File: config.mk
export PLATFORM = sky130hd
export DESIGN_NAME = canv_layer_mix_flat
export DESIGN_NICKNAME = d
export VERILOG_FILES = /design/src/rtl/canv_layer_mix_pkg.sv /design/src/rtl/canv_layer_mix_if.sv /design/src/rtl/canv_layer_mix_pix_extract.sv /design/src/rtl/canv_layer_mix.sv /design/src/flat_wrapper.sv
export SDC_FILE = /design/constraint.sdc
export NUM_CORES = 1
export LEC_CHECK = 0
export CORE_AREA = 2 2 133 135
export DETAILED_ROUTE_END_ITERATION = 16
export DIE_AREA = 0 0 135 137
export PLACE_DENSITY = 0.8
export SYNTH_ARGS = -nofsm -noshare
export SYNTH_HDL_FRONTEND = slang
export SYNTH_HIERARCHICAL = 1
export SYNTH_SLANG_ARGS = --single-unit
export TNS_END_PERCENT = 10
File: constraint.sdc
create_clock -name clk_pix -period 3.1 [get_ports clk_pix]
set_input_delay 0.62 -clock clk_pix [delete_from_list [all_inputs] [get_ports clk_pix]]
set_output_delay 0.62 -clock clk_pix [all_outputs]
set_load 0.01 [all_outputs]
File: src/rtl/canv_layer_mix_pkg.sv
// Shared types for the canvas layer compositor: depth codes, the per-layer
// configuration record and its reset value.
package canv_pkg;

  localparam logic [1:0] BPP_1 = 2'd0;
  localparam logic [1:0] BPP_2 = 2'd1;
  localparam logic [1:0] BPP_4 = 2'd2;
  localparam logic [1:0] BPP_8 = 2'd3;

  // Palette base is stored at a fixed width so the struct stays unparameterised;
  // the top level truncates the offset sum to the CLUT address width.
  localparam int PAL_W = 16;

  typedef struct packed {
    logic             en;
    logic [1:0]       bpp;
    logic [PAL_W-1:0] pal_base;
    logic             transp_en;
    logic [7:0]       transp_idx;
  } layer_cfg_t;

  localparam layer_cfg_t LAYER_CFG_RST = '{
    en:         1'b0,
    bpp:        BPP_4,
    pal_base:   '0,
    transp_en:  1'b0,
    transp_idx: 8'h00
  };

  function automatic logic [7:0] bpp_mask(input logic [1:0] bpp);
    case (bpp)
      BPP_1:   bpp_mask = 8'h01;
      BPP_2:   bpp_mask = 8'h03;
      BPP_4:   bpp_mask = 8'h0F;
      default: bpp_mask = 8'hFF;
    endcase
  endfunction

endpackage

File: src/rtl/canv_layer_mix_if.sv
// Pixel, vram and configuration bus between the display timing front end
// and the layer compositor.
interface canv_layer_mix_if #(
  parameter int LAYERS     = 2,
  parameter int WORD       = 32,
  parameter int PIX_IDW    = 5,
  parameter int CIDX_ADDRW = 8
);
  logic                      frame_start;
  logic [LAYERS*PIX_IDW-1:0] pix_id;
  logic [LAYERS-1:0]         paint;
  logic [LAYERS*WORD-1:0]    vram_dout;
  logic                      cfg_we;
  logic [1:0]                cfg_layer;
  logic                      cfg_en;
  logic [1:0]                cfg_bpp;
  logic [CIDX_ADDRW-1:0]     cfg_pal_base;
  logic                      cfg_transp_en;
  logic [7:0]                cfg_transp_idx;
  logic                      cfg_pending;
  logic [CIDX_ADDRW-1:0]     cidx;
  logic                      cidx_valid;
  logic [LAYERS-1:0]         layer_hit;

  modport master (
    output frame_start, pix_id, paint, vram_dout,
    output cfg_we, cfg_layer, cfg_en, cfg_bpp, cfg_pal_base, cfg_transp_en, cfg_transp_idx,
    input  cfg_pending, cidx, cidx_valid, layer_hit
  );

  modport slave (
    input  frame_start, pix_id, paint, vram_dout,
    input  cfg_we, cfg_layer, cfg_en, cfg_bpp, cfg_pal_base, cfg_transp_en, cfg_transp_idx,
    output cfg_pending, cidx, cidx_valid, layer_hit
  );
endinterface

File: src/rtl/canv_layer_mix_pix_extract.sv
// One layer's pixel path: aligns pix_id/paint with vram data, extracts the raw
// index at the active depth and registers it with its opacity (stage E).
module canv_pix_extract
  import canv_pkg::*;
#(
  parameter int WORD     = 32,
  parameter int PIX_IDW  = 5,
  parameter int VRAM_LAT = 2
) (
  input  logic               clk_pix,
  input  logic               rst_pix_n,
  input  logic [PIX_IDW-1:0] i_pix_id,
  input  logic               i_paint,
  input  logic [WORD-1:0]    i_vram_dout,
  input  logic               i_en,
  input  logic [1:0]         i_bpp,
  input  logic               i_transp_en,
  input  logic [7:0]         i_transp_idx,
  output logic [7:0]         o_raw,
  output logic               o_opaque
);

  logic [PIX_IDW-1:0] r_pid_dl   [VRAM_LAT];
  logic               r_paint_dl [VRAM_LAT];
  logic [7:0]         r_raw_p1;
  logic               r_opq_p1;

  logic [PIX_IDW-1:0] w_shift;
  logic [7:0]         w_raw;
  logic               w_opaque;

  always_ff @(posedge clk_pix or negedge rst_pix_n) begin
    if (!rst_pix_n) begin
      for (int i = 0; i < VRAM_LAT; i++) begin
        r_pid_dl[i]   <= '0;
        r_paint_dl[i] <= 1'b0;
      end
    end else begin
      r_pid_dl[0]   <= i_pix_id;
      r_paint_dl[0] <= i_paint;
      for (int i = 1; i < VRAM_LAT; i++) begin
        r_pid_dl[i]   <= r_pid_dl[i-1];
        r_paint_dl[i] <= r_paint_dl[i-1];
      end
    end
  end

  // Shift kept at PIX_IDW bits so it wraps modulo WORD, dropping excess pix_id MSBs.
  assign w_shift  = r_pid_dl[VRAM_LAT-1] << i_bpp;
  assign w_raw    = 8'(i_vram_dout >> w_shift) & bpp_mask(i_bpp);
  assign w_opaque = r_paint_dl[VRAM_LAT-1] & i_en & ~(i_transp_en & (w_raw == i_transp_idx));

  // ---- stage E ----
  always_ff @(posedge clk_pix or negedge rst_pix_n) begin
    if (!rst_pix_n) begin
      r_raw_p1 <= '0;
      r_opq_p1 <= 1'b0;
    end else begin
      r_raw_p1 <= w_raw;
      r_opq_p1 <= w_opaque;
    end
  end

  assign o_raw    = r_raw_p1;
  assign o_opaque = r_opq_p1;

endmodule

File: src/rtl/canv_layer_mix.sv
// Multi-layer canvas compositor: double-buffered per-layer config committed at
// frame start, per-layer extraction, and priority selection into one CLUT index.
module canv_layer_mix
  import canv_pkg::*;
#(
  parameter int LAYERS     = 2,
  parameter int WORD       = 32,
  parameter int PIX_IDW    = 5,
  parameter int CIDX_ADDRW = 8,
  parameter int VRAM_LAT   = 2
) (
  input logic           clk_pix,
  input logic           rst_pix_n,
  canv_layer_mix_if.slave bus
);

  layer_cfg_t r_shadow [LAYERS];
  layer_cfg_t r_active [LAYERS];
  logic       r_pending;

  layer_cfg_t w_wr_cfg;
  logic       w_wr_ok;

  logic [7:0]            w_raw_p1 [LAYERS];
  logic [LAYERS-1:0]     w_opq_p1;
  logic [CIDX_ADDRW-1:0] w_idx    [LAYERS];

  logic [CIDX_ADDRW-1:0] w_cidx;
  logic                  w_valid;
  logic [LAYERS-1:0]     w_hit;
  logic [CIDX_ADDRW-1:0] r_cidx_p2;
  logic                  r_valid_p2;
  logic [LAYERS-1:0]     r_hit_p2;

  assign w_wr_cfg = '{
    en:         bus.cfg_en,
    bpp:        bus.cfg_bpp,
    pal_base:   PAL_W'(bus.cfg_pal_base),
    transp_en:  bus.cfg_transp_en,
    transp_idx: bus.cfg_transp_idx
  };
  assign w_wr_ok = bus.cfg_we && (int'(bus.cfg_layer) < LAYERS);

  // A write landing in the commit cycle goes straight into the active bank too.
  always_ff @(posedge clk_pix or negedge rst_pix_n) begin
    if (!rst_pix_n) begin
      for (int i = 0; i < LAYERS; i++) begin
        r_shadow[i] <= LAYER_CFG_RST;
        r_active[i] <= LAYER_CFG_RST;
      end
      r_pending <= 1'b0;
    end else begin
      for (int i = 0; i < LAYERS; i++) begin
        if (w_wr_ok && int'(bus.cfg_layer) == i) r_shadow[i] <= w_wr_cfg;
        if (bus.frame_start)
          r_active[i] <= (w_wr_ok && int'(bus.cfg_layer) == i) ? w_wr_cfg : r_shadow[i];
      end
      if (bus.frame_start)  r_pending <= 1'b0;
      else if (w_wr_ok)     r_pending <= 1'b1;
    end
  end

  for (genvar g = 0; g < LAYERS; g++) begin : g_layer
    canv_pix_extract #(
      .WORD     (WORD),
      .PIX_IDW  (PIX_IDW),
      .VRAM_LAT (VRAM_LAT)
    ) u_extract (
      .clk_pix      (clk_pix),
      .rst_pix_n    (rst_pix_n),
      .i_pix_id     (bus.pix_id[g*PIX_IDW +: PIX_IDW]),
      .i_paint      (bus.paint[g]),
      .i_vram_dout  (bus.vram_dout[g*WORD +: WORD]),
      .i_en         (r_active[g].en),
      .i_bpp        (r_active[g].bpp),
      .i_transp_en  (r_active[g].transp_en),
      .i_transp_idx (r_active[g].transp_idx),
      .o_raw        (w_raw_p1[g]),
      .o_opaque     (w_opq_p1[g])
    );

    assign w_idx[g] = CIDX_ADDRW'(PAL_W'(w_raw_p1[g]) + r_active[g].pal_base);
  end

  // Walk from lowest priority up so the lowest-numbered opaque layer overwrites last.
  always_comb begin
    w_cidx  = '0;
    w_valid = 1'b0;
    w_hit   = '0;
    for (int i = LAYERS - 1; i >= 0; i--) begin
      if (w_opq_p1[i]) begin
        w_cidx   = w_idx[i];
        w_valid  = 1'b1;
        w_hit    = '0;
        w_hit[i] = 1'b1;
      end
    end
  end

  // ---- stage C ----
  always_ff @(posedge clk_pix or negedge rst_pix_n) begin
    if (!rst_pix_n) begin
      r_cidx_p2  <= '0;
      r_valid_p2 <= 1'b0;
      r_hit_p2   <= '0;
    end else begin
      r_cidx_p2  <= w_cidx;
      r_valid_p2 <= w_valid;
      r_hit_p2   <= w_hit;
    end
  end

  assign bus.cfg_pending = r_pending;
  assign bus.cidx        = r_cidx_p2;
  assign bus.cidx_valid  = r_valid_p2;
  assign bus.layer_hit   = r_hit_p2;

endmodule

File: src/flat_wrapper.sv
// flat-port wrapper written by rule: the top's interface ports become plain ports
module canv_layer_mix_flat import canv_pkg::*;
#(
  parameter int LAYERS     = 2,
  parameter int WORD       = 32,
  parameter int PIX_IDW    = 5,
  parameter int CIDX_ADDRW = 8,
  parameter int VRAM_LAT   = 2
)
  (clk_pix, rst_pix_n, bus_frame_start, bus_pix_id, bus_paint, bus_vram_dout, bus_cfg_we, bus_cfg_layer, bus_cfg_en, bus_cfg_bpp, bus_cfg_pal_base, bus_cfg_transp_en, bus_cfg_transp_idx, bus_cfg_pending, bus_cidx, bus_cidx_valid, bus_layer_hit);
  canv_layer_mix_if #(.LAYERS(LAYERS), .WORD(WORD), .PIX_IDW(PIX_IDW), .CIDX_ADDRW(CIDX_ADDRW)) bus_i ();
  input logic clk_pix;
  input logic rst_pix_n;
  input wire logic [$bits(bus_i.frame_start)-1:0] bus_frame_start;
  input wire logic [$bits(bus_i.pix_id)-1:0] bus_pix_id;
  input wire logic [$bits(bus_i.paint)-1:0] bus_paint;
  input wire logic [$bits(bus_i.vram_dout)-1:0] bus_vram_dout;
  input wire logic [$bits(bus_i.cfg_we)-1:0] bus_cfg_we;
  input wire logic [$bits(bus_i.cfg_layer)-1:0] bus_cfg_layer;
  input wire logic [$bits(bus_i.cfg_en)-1:0] bus_cfg_en;
  input wire logic [$bits(bus_i.cfg_bpp)-1:0] bus_cfg_bpp;
  input wire logic [$bits(bus_i.cfg_pal_base)-1:0] bus_cfg_pal_base;
  input wire logic [$bits(bus_i.cfg_transp_en)-1:0] bus_cfg_transp_en;
  input wire logic [$bits(bus_i.cfg_transp_idx)-1:0] bus_cfg_transp_idx;
  output wire logic [$bits(bus_i.cfg_pending)-1:0] bus_cfg_pending;
  output wire logic [$bits(bus_i.cidx)-1:0] bus_cidx;
  output wire logic [$bits(bus_i.cidx_valid)-1:0] bus_cidx_valid;
  output wire logic [$bits(bus_i.layer_hit)-1:0] bus_layer_hit;
  assign bus_i.frame_start = bus_frame_start;
  assign bus_i.pix_id = bus_pix_id;
  assign bus_i.paint = bus_paint;
  assign bus_i.vram_dout = bus_vram_dout;
  assign bus_i.cfg_we = bus_cfg_we;
  assign bus_i.cfg_layer = bus_cfg_layer;
  assign bus_i.cfg_en = bus_cfg_en;
  assign bus_i.cfg_bpp = bus_cfg_bpp;
  assign bus_i.cfg_pal_base = bus_cfg_pal_base;
  assign bus_i.cfg_transp_en = bus_cfg_transp_en;
  assign bus_i.cfg_transp_idx = bus_cfg_transp_idx;
  assign bus_cfg_pending = bus_i.cfg_pending;
  assign bus_cidx = bus_i.cidx;
  assign bus_cidx_valid = bus_i.cidx_valid;
  assign bus_layer_hit = bus_i.layer_hit;
  canv_layer_mix #(.LAYERS(LAYERS), .WORD(WORD), .PIX_IDW(PIX_IDW), .CIDX_ADDRW(CIDX_ADDRW), .VRAM_LAT(VRAM_LAT)) u_core (.clk_pix(clk_pix), .rst_pix_n(rst_pix_n), .bus(bus_i));
endmodule
==> results.json <==
{
  "dieArea_um2": 18500,
  "place_ws_ns": -0.470,
  "crit_path_max_fanout": 7,
  "cpMaxStageDelayCell": "mux4_2",
  "stdcell_area_um2": 13300,
  "crit_family": "compound AO/OA/AOI/OAI gates",
  "grt_pass1_vias": 9148,
  "finalCritPeriodShare": 0.996,
  "drv_slew": 0,
  "postLayoutSetupSlackWorst_ns": 0.0112,
  "multiInputGateArea_um2": 5870,
  "drt-pass1-iter-count": 6,
  "cts_buffer_depth": 2,
  "async_reset_ff_frac": 1.00,
  "holdWs_ns": 0.121,
  "cp.required_ns": 3.39,
  "layout.nets": 1338,
  "r2r_slack_ns": 0.01,
  "tightest_slew_ns": 1.09,
  "max-cap-violations": 0,
  "num_vias": 9474,
  "yosys_register_bits": 134,
  "yosysTopAreaCell": "dfrtp_1",
  "core-area_um2": 17100,
  "min_period_ns": 3.09,
  "crit_path_max_incr_delay_ns": 0.61,
  "antenna_found_initial": 0,
  "netlist_instances": 929,
  "rsz0062_at_grt": "true",
  "port_buffers": 113,
  "die_x_um": 135,
  "cts_buffers": 17,
  "worstSetupPathType": "flop to flop",
  "final_cells": 1457,
  "synth_flop_cell": "dfrtp_1",
  "max_freq_ghz": 0.324,
  "synth_edf_count": 0,
  "wl_per_cell_um": 23.3,
  "p_leak_nw": 5.71,
  "yosysSeqAreaShare": 0.352,
  "synth.distinct_cells": 83,
  "ys_top_cells_by_area": "dfrtp_1, mux2_2, mux2i_1, nor2_1, a211oi_1",
  "crit_path_end_kind": "flop",
  "cts.sinks": 134,
  "synth_area_um2": 9550,
  "fin_setup_tns_ns": 0,
  "final_cell_mix": "buf_4, dfrtp_1, clkdlybuf4s50_1, mux2_2, nor2_1",
  "wirelength_um": 34000,
  "total_power_mw": 8.99,
  "synth_top_area_frac": 0.341,
  "worstPathCellList": "buf_12 -> mux4_2 -> buf_6 -> a2111oi_1 -> buf_4 -> nor3_1 -> nor4_4 -> xnor2_1 -> nand3_1 -> o311a_1",
  "outcome": "finished, final reports clean",
  "layout-drive-gt1-share": 0.361,
  "final-seq-area_um2": 3360,
  "drt_iter0_drc": 1126,
  "h-tree-depth": 4,
  "post-route-drc-count": 0,
  "die_height_um": 137,
  "cts_tree": "built",
  "place.gp.congestion": 1.01,
  "crit_buf_inv": 3,
  "vias_per_cell": 6.50,
  "finalHoldViolations": 0,
  "grtUsageTotal": 0.359,
  "place_hpwl_um": 24900,
  "rr_startpoint": "u_core/r_active[53]$_DFFE_PN0P_",
  "grt-ovfl-total": 0,
  "relSlewSlack": 0.270,
  "cp-start-kind": "flop",
  "areaGrowthSynthToFinish_pct": 39.1,
  "place_inst": 1409,
  "r2r-end": "u_core/g_layer[0].u_extract/o_opaque$_DFF_PN0_",
  "final_common_cell": "buf_4",
  "setup_viol": 0,
  "dpl-instance-area_um2": 12200,
  "cp-startpoint": "u_core/r_active[53]$_DFFE_PN0P_",
  "cts.clk_slew.worst_paths_ns": 0.06,
  "ant_nets": 0,
  "hold_class": "input pin to asynchronous set/reset pin",
  "power_density_nw_per_um2": 677,
  "cts-root-buf": "clkbuf_16",
  "clk_latency_ns": 0.42,
  "initial_utilization": 0.560,
  "ys_warn_count": 6,
  "utilization": 0.778,
  "synth_area_per_cell_um2": 10.3,
  "io_pins": 114,
  "grt_first_pass_wirelength_um": 50700,
  "antenna_cells": 0,
  "finalClockSkew_ns": 0.00893,
  "grt_max_degree": 90,
  "cp.arrival_ns": 3.38,
  "max-vdd-ir-drop_uv": 608,
  "fp-row-count": 48,
  "synth_nets": 1047,
  "nFillCells": 1149,
  "ff2ff_path_depth": 10
}
[layer usage]
metal | routed length (um) | track usage
met1 | 14100 | 0.487
met2 | 15900 | 0.592
met3 | 3010 | 0.0663
met4 | 1000 | 0.102
met5 | 0 | 0
[layout make-up]
class	count	share of cell area
multi-input combinational	687	0.443
clock inverter	12	0.00905
clock buffer	19	0.0334
timing repair buffer	343	0.230
sequential	134	0.253
inverter	37	0.0105
tap	225	0.0212
[cell usage after synthesis, types with 14 or more instances]
master	n
a2111oi_0	14
a211oi_1	24
a21oi_1	19
buf_2	28
buf_6	16
dfrtp_1	130
ha_1	14
inv_1	37
mux2_2	94
mux2i_1	40
nand2_1	43
nor2_1	66
nor4_1	22
o21ai_0	29
o221ai_1	16
o22ai_1	21
[cells by family after synthesis]
kind of cell	after synthesis	synth area share
AOI/OAI and AO/OA	277	0.233
and+or+nand+nor	237	0.144
muxes	146	0.176
DFF	134	0.352
buffers and inverters	108	0.0634
adders and majority gates	16	0.0225
xor gates and xnor gates	11	0.0101
[repair_timing]
action	4_1_cts	5_1_grt
resized for setup	7	54
hold endpoints to repair	0	0
endpoints found under the setup margin	2	2
gates cloned	0	2
hold buffers	0	0
pin swaps	1	10
buffers inserted	0	15
[registers in the layout (all words and copies together), names as in the netlist, 2 cells and up]
| name | cells |
|---|---|
| u_core/r_active | 40 |
| u_core/r_shadow | 40 |
| u_core/g_layer.u_extract/r_pid_dl | 20 |
| u_core/g_layer.u_extract/o_raw | 16 |
| u_core/bus.cidx | 8 |
| u_core/g_layer.u_extract/r_paint_dl | 4 |
| u_core/bus.layer_hit | 2 |
| u_core/g_layer.u_extract/o_opaque | 2 |
[worst max-delay path by stage]
stage,to,slack (ns),cells past startpoint
floorplan,u_core/g_layer[0].u_extract/o_opaque$_DFF_PN0_,0.38,10
global placement,u_core/g_layer[0].u_extract/o_opaque$_DFF_PN0_,-0.43,9
detailed placement,u_core/g_layer[0].u_extract/o_opaque$_DFF_PN0_,-0.47,9
CTS,u_core/g_layer[1].u_extract/o_opaque$_DFF_PN0_,-0.02,10
global route,u_core/g_layer[0].u_extract/o_opaque$_DFF_PN0_,-0.05,11
finish,u_core/g_layer[0].u_extract/o_opaque$_DFF_PN0_,0.01,10
[power by group]
group	internal (mW)	leakage [nW]	switching, mW
clock network	1.14	0.276	0.792
logic	2.29	3.83	2.39
registers	2.13	1.61	0.262
[worst reg2reg max path: stages (launching register included)]
cell and delay (ns):
dfrtp_2 0.47, buf_12 0.17, mux4_2 0.62, buf_6 0.18
a2111oi_1 0.33, buf_4 0.19, nor3_1 0.06, nor4_4 0.35
xnor2_1 0.17, nand3_1 0.11, o311a_1 0.31
(Power assumes the default switching activity.)
